--- src/rtl/mixer_pkg.sv ---
// mixer_pkg
// Shared definitions for the chord-player sample mixer.
//   mix_state_t  : sequencing states of the mixer FSM
//   sum_width()  : width needed to add num_voices signed samples without overflow
//   sat_max()    : largest value representable in a signed word of the given width
//   sat_min()    : smallest value representable in a signed word of the given width
package mixer_pkg;

    typedef enum logic [1:0] {
        IDLE    = 2'd0,
        COLLECT = 2'd1,
        SUM     = 2'd2,
        OUTPUT  = 2'd3
    } mix_state_t;

    function automatic int sum_width(input int sample_width, input int num_voices);
        return sample_width + $clog2(num_voices);
    endfunction

    function automatic int sat_max(input int width);
        return (1 << (width - 1)) - 1;
    endfunction

    function automatic int sat_min(input int width);
        return -(1 << (width - 1));
    endfunction

endpackage

--- src/rtl/voice_capture.sv ---
// voice_capture
// Holds the most recent sample taken from one note player for the mix in
// progress, together with a flag saying whether that voice has delivered.
// Ports:
//   clk, reset : system clock, asynchronous active-high reset
//   clear      : start of a new mix; forgets the previous capture
//   enable     : take 'sample' this cycle (may coincide with clear)
//   sample     : signed sample from the player
//   data       : captured sample, zero when nothing was captured
//   captured   : high once a sample has been taken for this mix
module voice_capture
    import mixer_pkg::*;
#(
    parameter int WIDTH = 16
) (
    input  logic             clk,
    input  logic             reset,
    input  logic             clear,
    input  logic             enable,
    input  logic [WIDTH-1:0] sample,
    output logic [WIDTH-1:0] data,
    output logic             captured
);

    // A ready pulse in the request cycle itself must survive the clear,
    // so clear and enable are resolved together.
    always_ff @(posedge clk or posedge reset) begin
        if (reset) begin
            data     <= '0;
            captured <= 1'b0;
        end else if (clear) begin
            captured <= enable;
            data     <= enable ? sample : '0;
        end else if (enable) begin
            captured <= 1'b1;
            data     <= sample;
        end
    end

endmodule

--- src/rtl/sample_mixer.sv ---
// sample_mixer
// Collects one sample from every active note player per codec request,
// sums them, applies a gain shift and saturation, and presents the mixed
// sample with a one-cycle ready pulse. Stalled players are bounded by a
// timeout so the audio stream never blocks.
// Ports:
//   clk, reset           : system clock, asynchronous active-high reset
//   generate_next_sample : codec request pulse
//   voice_active         : bit k high when player k is still sounding
//   sample_in            : voice k at [k*SAMPLE_WIDTH +: SAMPLE_WIDTH], signed
//   sample_ready_in      : per-player new-sample pulses
//   sample_out           : mixed signed sample, held between updates
//   new_sample_ready     : one-cycle pulse when sample_out is fresh
//   voice_timeout        : pulses with new_sample_ready if a voice was missing
//   request_overrun      : pulses the cycle after a request arriving while busy
module sample_mixer
    import mixer_pkg::*;
#(
    parameter int NUM_VOICES     = 3,
    parameter int SAMPLE_WIDTH   = 16,
    parameter int GAIN_SHIFT     = 1,
    parameter int TIMEOUT_CYCLES = 64
) (
    input  logic                               clk,
    input  logic                               reset,
    input  logic                               generate_next_sample,
    input  logic [NUM_VOICES-1:0]              voice_active,
    input  logic [NUM_VOICES*SAMPLE_WIDTH-1:0] sample_in,
    input  logic [NUM_VOICES-1:0]              sample_ready_in,
    output logic [SAMPLE_WIDTH-1:0]            sample_out,
    output logic                               new_sample_ready,
    output logic                               voice_timeout,
    output logic                               request_overrun
);

    localparam int SUM_W = sum_width(SAMPLE_WIDTH, NUM_VOICES);
    localparam int CNT_W = $clog2(TIMEOUT_CYCLES);

    localparam logic signed [SUM_W-1:0] SAT_HI   = SUM_W'(sat_max(SAMPLE_WIDTH));
    localparam logic signed [SUM_W-1:0] SAT_LO   = SUM_W'(sat_min(SAMPLE_WIDTH));
    localparam logic [CNT_W-1:0]        CNT_LOAD = CNT_W'(TIMEOUT_CYCLES - 1);

    mix_state_t                         state;
    logic [NUM_VOICES-1:0]              expect_mask;
    logic [NUM_VOICES-1:0]              captured;
    logic [NUM_VOICES-1:0]              capture_en;
    logic                               capture_clear;
    logic                               request_accept;
    logic                               all_present;
    logic [CNT_W-1:0]                   timeout_cnt;
    logic                               timeout_armed;
    logic [SAMPLE_WIDTH-1:0]            voice_data [NUM_VOICES];
    logic signed [SUM_W-1:0]            raw_sum;
    logic signed [SUM_W-1:0]            shifted_sum;
    logic [SAMPLE_WIDTH-1:0]            mix_value;

    // Capture qualification. In the request cycle the mask is not yet
    // registered, so the live voice_active decides which readies count.
    always_comb begin
        request_accept = (state == IDLE) && generate_next_sample;
        capture_clear  = request_accept;
        if (request_accept) begin
            capture_en = sample_ready_in & voice_active;
        end else if (state == COLLECT) begin
            capture_en = sample_ready_in & expect_mask & ~captured;
        end else begin
            capture_en = '0;
        end
        // Same-cycle readies count as present, so a ready that coincides
        // with the timeout still completes the set.
        all_present = ((captured | capture_en) & expect_mask) == expect_mask;
    end

    for (genvar k = 0; k < NUM_VOICES; k++) begin : g_voice
        voice_capture #(
            .WIDTH(SAMPLE_WIDTH)
        ) u_capture (
            .clk      (clk),
            .reset    (reset),
            .clear    (capture_clear),
            .enable   (capture_en[k]),
            .sample   (sample_in[k*SAMPLE_WIDTH +: SAMPLE_WIDTH]),
            .data     (voice_data[k]),
            .captured (captured[k])
        );
    end

    // Adder tree, gain shift and saturation. Uncaptured voices add nothing.
    always_comb begin
        raw_sum = '0;
        for (int k = 0; k < NUM_VOICES; k++) begin
            if (captured[k]) begin
                raw_sum = raw_sum + SUM_W'($signed(voice_data[k]));
            end
        end
        shifted_sum = raw_sum >>> GAIN_SHIFT;
        if (shifted_sum > SAT_HI) begin
            mix_value = SAT_HI[SAMPLE_WIDTH-1:0];
        end else if (shifted_sum < SAT_LO) begin
            mix_value = SAT_LO[SAMPLE_WIDTH-1:0];
        end else begin
            mix_value = shifted_sum[SAMPLE_WIDTH-1:0];
        end
    end

    // Sequencer with registered outputs. The ready/timeout pulses are set
    // on leaving SUM so they are high exactly during the OUTPUT cycle,
    // together with the freshly registered sample.
    always_ff @(posedge clk or posedge reset) begin
        if (reset) begin
            state            <= IDLE;
            expect_mask      <= '0;
            timeout_cnt      <= '0;
            timeout_armed    <= 1'b0;
            sample_out       <= '0;
            new_sample_ready <= 1'b0;
            voice_timeout    <= 1'b0;
            request_overrun  <= 1'b0;
        end else begin
            new_sample_ready <= 1'b0;
            voice_timeout    <= 1'b0;
            request_overrun  <= generate_next_sample && (state != IDLE);
            case (state)
                IDLE: begin
                    if (generate_next_sample) begin
                        expect_mask   <= voice_active;
                        timeout_cnt   <= CNT_LOAD;
                        timeout_armed <= 1'b0;
                        state         <= (voice_active == '0) ? SUM : COLLECT;
                    end
                end
                COLLECT: begin
                    if (all_present) begin
                        state <= SUM;
                    end else if (timeout_cnt == '0) begin
                        state         <= SUM;
                        timeout_armed <= 1'b1;
                    end else begin
                        timeout_cnt <= timeout_cnt - CNT_W'(1);
                    end
                end
                SUM: begin
                    sample_out       <= mix_value;
                    new_sample_ready <= 1'b1;
                    voice_timeout    <= timeout_armed;
                    state            <= OUTPUT;
                end
                OUTPUT: begin
                    state <= IDLE;
                end
                default: begin
                    state <= IDLE;
                end
            endcase
        end
    end

endmodule

--- config.mk ---
export PLATFORM = sky130hd
export DESIGN_NAME = sample_mixer
export DESIGN_NICKNAME = d
export VERILOG_FILES = /design/src/rtl/mixer_pkg.sv /design/src/rtl/voice_capture.sv /design/src/rtl/sample_mixer.sv
export SDC_FILE = /design/constraint.sdc
export NUM_CORES = 1
export LEC_CHECK = 0
export BUFFER_PORTS_ARGS = -buffer_cell sky130_fd_sc_hd__buf_2
export CELL_PAD_IN_SITES_DETAIL_PLACEMENT = 1
export CELL_PAD_IN_SITES_GLOBAL_PLACEMENT = 2
export CORE_MARGIN = 5
export CORE_UTILIZATION = 39
export DETAILED_ROUTE_END_ITERATION = 10
export PLACE_DENSITY = 0.85
export SLEW_MARGIN = 10
export SYNTH_ARGS = -nofsm -noshare
export SYNTH_HDL_FRONTEND = slang
export SYNTH_SLANG_ARGS = --single-unit
--- constraint.sdc ---
create_clock -name clk -period 8.6 [get_ports clk]
set_input_delay 1.29 -clock clk [delete_from_list [all_inputs] [get_ports clk]]
set_output_delay 1.29 -clock clk [all_outputs]
set_load 0.1 [all_outputs]
## Word-level counts from Yosys, hierarchy flattened

Cells that the tools add are included.

- Add/subtract/negate cells: 3
- Reduce and logical (&&, ||, !) cells: 14
- Bitwise operators: 6
- Magnitude comparators: 2
- Eq/ne operators: 9
- Mux-type cells: 37

Operators by type and width:

| cell | number |
|---|---|
| $mux 16 | 11 |
| $mux 18 | 3 |
| $add 18x16->18 | 2 |
| $mux 6 | 3 |
| $gt 17x16->1 const B | 1 |
| $lt 17x16->1 const B | 1 |
| $and 3x3->3 | 4 |
| $pmux 6 s2 | 1 |
| $mux 1 | 11 |
| $reduce_bool 2->1 | 5 |
| $mux 2 | 4 |
| $pmux 2 s4 | 1 |
| $reduce_and 4->1 | 2 |
| $logic_not 6->1 | 1 |
| $mux 3 | 2 |
| $ne 2x2->1 const B | 3 |
| $sub 6x1->6 const B | 1 |
| $eq 2x2->1 const B | 2 |
| $reduce_and 2->1 | 2 |
| $eq 3x3->1 | 1 |
| $logic_not 3->1 | 1 |
| $ne 3x2->1 const B | 1 |
| $not 3->3 | 1 |
| $or 3x3->3 | 1 |
| other kinds (5) | 6 |

- Output and inout bits: 19
- Bits of input ports: 57
- Register bits: 82
- Word-level logic and storage cells: 85

## Logic depth before layout (Yosys ltp)

- Depth after elaboration: 9
- Gate-level depth with buffers: 24
- Depth with buffers taken out: 20

## Modules after synthesis

A second synthesis with hierarchy kept.

- Cell total of the unflattened synthesis: 703
- Area total of the unflattened synthesis: 6,133.4 sq um

By module, submodules not included:

| module | area each (sq um) | seq. area each (sq um) | cells each | times used |
|---|---|---|---|---|
| sample_mixer | 4,050.1 | 775.7 | 526 | 1 |
| voice_capture | 694.4 | 425.4 | 59 | 3 |

## Worst setup path before layout

Ideal clock, no wire load.

- Path type: reg2reg
- Start point: reg g_voice[0].u_capture.captured
- End point: reg sample_out[0]
- Arrival: 4.652 ns
- Required time: 8.504 ns
- Clock period less this slack: 4.747 ns
- Library setup time: 0.096 ns
- Slack: 3.853 ns
- Cell stages (with the launch flop): 24
- Path buffers: 5
- Cell sequence: dfrtp_1 buf_6 clkbuf_1 nand2_1 inv_1 ha_1 buf_2 nand2_1 or4_4 and4_4 or2_4 xnor2_1 mux2_2 ha_1 clkbuf_1 nand2_1 nor2_1 nand3_1 o32ai_1 nand3b_1 xor2_1 buf_4 nand2_2 a311oi_2

- Cells in the longest elaborated chain, start to end: 8
- Elaborated cells on any way between the ends: 9
- Classes of those cells: 2 x add/sub; 2 x order compare; 5 x mux

Ends and longest elaborated chain:

| item | line | RTL |
|---|---|---|
| start: declaration | voice_capture.sv:22 | `output logic captured` |
| start signal: assignment | voice_capture.sv:32 | `captured <= enable;` |
| $mux 18 * | sample_mixer.sv:92 | `if (captured[k]) begin` |
| $add 18x16->18 | sample_mixer.sv:93 | `raw_sum = raw_sum + SUM_W'($signed(voice_data[k]));` |
| $mux 18 * | sample_mixer.sv:92 |  |
| $add 18x16->18 | sample_mixer.sv:93 |  |
| $mux 18 * | sample_mixer.sv:92 |  |
| $lt 17x16->1 | sample_mixer.sv:99 | `end else if (shifted_sum < SAT_LO) begin` |
| $mux 16 | sample_mixer.sv:99 |  |
| $mux 16 * | sample_mixer.sv:97 | `if (shifted_sum > SAT_HI) begin` |
| end signal: assignment | sample_mixer.sv:143 | `sample_out <= mix_value;` |
| end: declaration | sample_mixer.sv:30 | `output logic [SAMPLE_WIDTH-1:0] sample_out,` |

Every way passes the cells marked *; elsewhere a longest branch is shown, timed or not.
A chain may end at the register's enable or synchronous reset.

## Worst setup path after layout

- Start point: reg g_voice[0].u_capture.captured
- End point: reg sample_out[3]

The elaborated chain is that of the path after synthesis.

==> summary.txt <==
Worst setup path
  – CP peak stage delay: 860 ps
  – Capturing point of the worst reg2reg path: sample_out[3]
  – Crit path max fanout: 25
  – Delay-heaviest family, CP: compound AO/OA/AOI/OAI gates
  – R2r setup slk: 2500 ps
  – Worst-case reg-to-reg path depth: 20
  – Crit path buf inv count: 1
  – Critical path type: reg -> reg
  – Crit path max-delay cell type: dfrtp_1
  – Startpoint Class: register
  – RR Startpoint: g_voice[0].u_capture.captured
  – CP endpoint kind: register
  – Worst-path cell chain: nand2_1 > inv_1 > ha_1 > a21o_1 > nor2_1 > or4_4 > a21oi_2 > o211ai_1 > nand2_1 > xnor2_1 > o21ai_0 > ha_1 > and3_1 > and2_1 > a221oi_2 > o32ai_1 > nand3b_1 > xor2_1 > a21oi_1 > a211oi_1
  – Worst Path Required: 8840 ps
  – CP Data Arrival Time: 6340 ps

Power and ir drop
  – LEAKAGE: 3.195 nW
  – Internal power: 1.390 mW
  – Tot Pwr: 2.920 mW
  – Clock power frac: 15.4%
  – Comb power frac: 59.9%
  – Switching power: 1.529 mW
  – Sequential Power Share: 24.7%
  – Worst VDD drop: 0.1536 mV
  – Power per standard cell area: 418.6 mW/mm^2
  – Switching Share: 52.38%

STA
  – Slew Limit Fails: 0
  – Setup TNS: 0 ps
  – Least-Margin Pin Slew: 1206 ps
  – Post-layout minimum cycle time: 6098 ps
  – Setup violations, final: 0
  – Period utilization: 70.90%
  – RSZ-0062 raised after global routing: false
  – Clk_skew: 9.952 ps
  – Hold slack final: 481.9 ps
  – F_max: 164.0 MHz
  – Slew margin rel.: 19.59%
  – Final count of hold timing violations: 0
  – Post-layout worst setup margin: 2502 ps

Logic synthesis
  – Mux contribution to synthesized area: 4.018%
  – Post-synthesis register bit count: 82
  – Adder and majority gate portion of the synthesized area: 7.934%
  – Post-synthesis cell area: 0.006135 sq mm
  – Register area share after synthesis: 33.45%
  – Netlist cell types: 85
  – Synth Area in Simple Gates: 18.99%
  – Compound-gate portion of the synthesized area: 25.78%
  – Prevailing post-synth register cell: dfrtp_1
  – Combinational family with the most area after synthesis: compound AO/OA/AOI/OAI gates
  – Syn Nets: 815
  – Syn avg cell area: 8.497 sq um
  – Post-Synth XOR/XNOR Area: 4.711%
  – Post-synthesis instance total: 722
  – Yosys warnings: 0
  – Synth async-reset ratio: 100.0%
  – Number of synthesized flops with an enable pin: 0

Routing
  – ANT nets after route: 0
  – Post-DR vias/cell: 5.622
  – WL/cell: 19.22 um
  – Total Wirelength: 19.05 mm
  – Initial DRC count: 344
  – DRC viols: 0
  – First-pass DRT Iterations: 5
  – Via count: 5571

Clocking
  – CTS root buffer: clkbuf_16
  – Resize count post-CTS: 0
  – Clk_lat worst skew: 350 ps
  – Number of hold buffers added after CTS: 0
  – CTS Sinks: 82
  – TritonCTS Buffers: 9
  – H-tree depth: 3
  – Max Root-Sink Buffers: 2
  – Worst-path clk slew: 70 ps
  – Post-CTS Setup Repair Bufs: 0
  – CTS tree: done

Place
  – PortBufs: 75
  – Placer congestion estimate: 0.8518
  – Post-DP HPWL: 14.64 mm
  – Post-place setup slack: 2512 ps

Layout
  – Layout cell share with drive strength beyond 1: 17.31%
  – Register area: 0.002052 sq mm
  – Multi-input gate area: 0.003769 sq mm
  – Fill count: 1889
  – Area growth from synthesis to final layout: 13.69%
  – Nets: 869
  – Post-Route Utilization: 45.54%
  – Diodes inserted: 0

Floorplanning
  – Cell Rows: 45
  – Initial core utilization: 40.06%
  – Die area: 0.01834 sq mm
  – Die width: 135.4 um
  – Core area: 0.01531 sq mm
  – I/O pin cnt: 76
  – Die Y: 135.4 um

GRT
  – Vias in the first global route: 5811
  – First-pass GRT wire length: 30.66 mm
  – Antenna violations before repair: 0
  – Total congestion overflow: 0
  – Largest net degree at the start of global routing: 83
  – Overall Global Routing Usage: 21.19%

Outcome
  – Status: finished clean

Hold path
  – Hold endpoint: expect_mask[2]
  – Hold Startpoint: expect_mask[2]
  – WHS Path Cells: 1
  – Hold crit path type: reg -> reg

Job
  – Max Cap Viol: 0
[cell usage after synthesis, types with 7 or more instances]
cell type,count,area [sq um]
a21o_1,14,105.1
xor2_1,12,105.1
buf_2,11,55.05
nor3_1,12,60.06
and2_1,16,100.1
nand2_1,98,367.9
o21ai_0,41,205.2
nor2b_1,7,43.79
nand3_1,21,105.1
ha_1,34,425.4
xnor2_1,21,183.9
a211oi_1,11,82.58
a22o_1,16,140.1
dfrtp_1,82,2052
clkbuf_1,21,78.83
and3_1,9,56.30
nor2_1,57,214.0
inv_1,29,108.9
a21oi_1,58,290.3
a31oi_1,11,68.82
mux2i_1,19,190.2
[state kept, by name, indices dropped and copies added (netlist names)]
signal and count:
g_voice.u_capture.captured 3, timeout_armed 1, request_overrun 1, new_sample_ready 1, g_voice.u_capture.data 48, expect_mask 3, voice_timeout 1, sample_out 16
state 2, timeout_cnt 6
[layout by cell type, fill, tap and decap left out, types with 3 or more instances in the layout]
master / n
o21ai_1: 3
a21boi_0: 6
and2_1: 16
xor2_1: 12
a31oi_1: 11
clkbuf_16: 9
a21oi_1: 58
mux2i_1: 19
o31ai_1: 4
ha_1: 34
o211ai_1: 5
a22oi_1: 4
a21o_1: 14
buf_2: 75
a211oi_1: 11
nor2b_1: 7
o22ai_1: 4
bufinv_16: 3
inv_1: 28
dfrtp_1: 82
nor3_1: 12
a22o_1: 16
nand2b_1: 4
a211oi_2: 3
a221oi_2: 3
nand2_1: 98
o21ai_0: 41
mux2_2: 5
xnor2_1: 21
nor2_1: 57
nand3_1: 21
o21bai_1: 4
nand4_1: 4
a21oi_2: 6
buf_4: 7
and3_1: 9
[per-layer routing]
metal  wire length (um)  up-vias  track usage, %
li1                   -     2696               -
met1               8922     2755           28.33
met2               9015       95           34.96
met3                625       25           3.566
met4                485        0           6.887
met5                  0        -               0
[power by group through the flow]
| stage | registers (mW) | logic [mW] | clock network [mW] |
|---|---|---|---|
| after global placement | 0.720 | 1.70 | 0 |
| after floorplan | 0.909 | 1.15 | 0 |
| after global routing | 0.745 | 1.91 | 0.476 |
| final | 0.721 | 1.75 | 0.450 |
| after detailed placement | 0.727 | 1.74 | 0 |
| after CTS | 0.723 | 1.76 | 0.461 |
[cell type report]
class	instances	share of cell area [%]
Multi-Input combinational cell	569	54.04
Sequential cell	82	29.42
Timing Repair Buffer	82	6.136
Tap cell	211	3.785
Clock buffer	9	3.229
Inverter	32	1.740
Clock inverter	6	1.651
[stage by stage]
stage                     cell area (sq um)  instances
after global placement                 6634        976
after CTS                              6974        991
after floorplan                        6135        722
after detailed placement               6634        976
after global routing                   6974        991
final                                  6974        991
[worst max path at each step]
stage,cells after the start,slack (ps),start,end
after floorplan,23,3850,g_voice[0].u_capture.captured,sample_out[0]
after global placement,19,2720,g_voice[0].u_capture.captured,sample_out[1]
after detailed placement,20,2510,g_voice[0].u_capture.captured,sample_out[1]
after CTS,20,2480,g_voice[0].u_capture.captured,sample_out[1]
after global routing,20,1900,g_voice[0].u_capture.captured,sample_out[1]
final,20,2500,g_voice[0].u_capture.captured,sample_out[3]
[kinds of logic after synthesis]
group	count (synthesis)
and+or+nand+nor	249
AOI/OAI and AO/OA	225
DFF	82
buffers and inverters	71
adders and majority gates	38
xor gates and xnor gates	33
muxes	24
(Power assumes the default switching activity.)
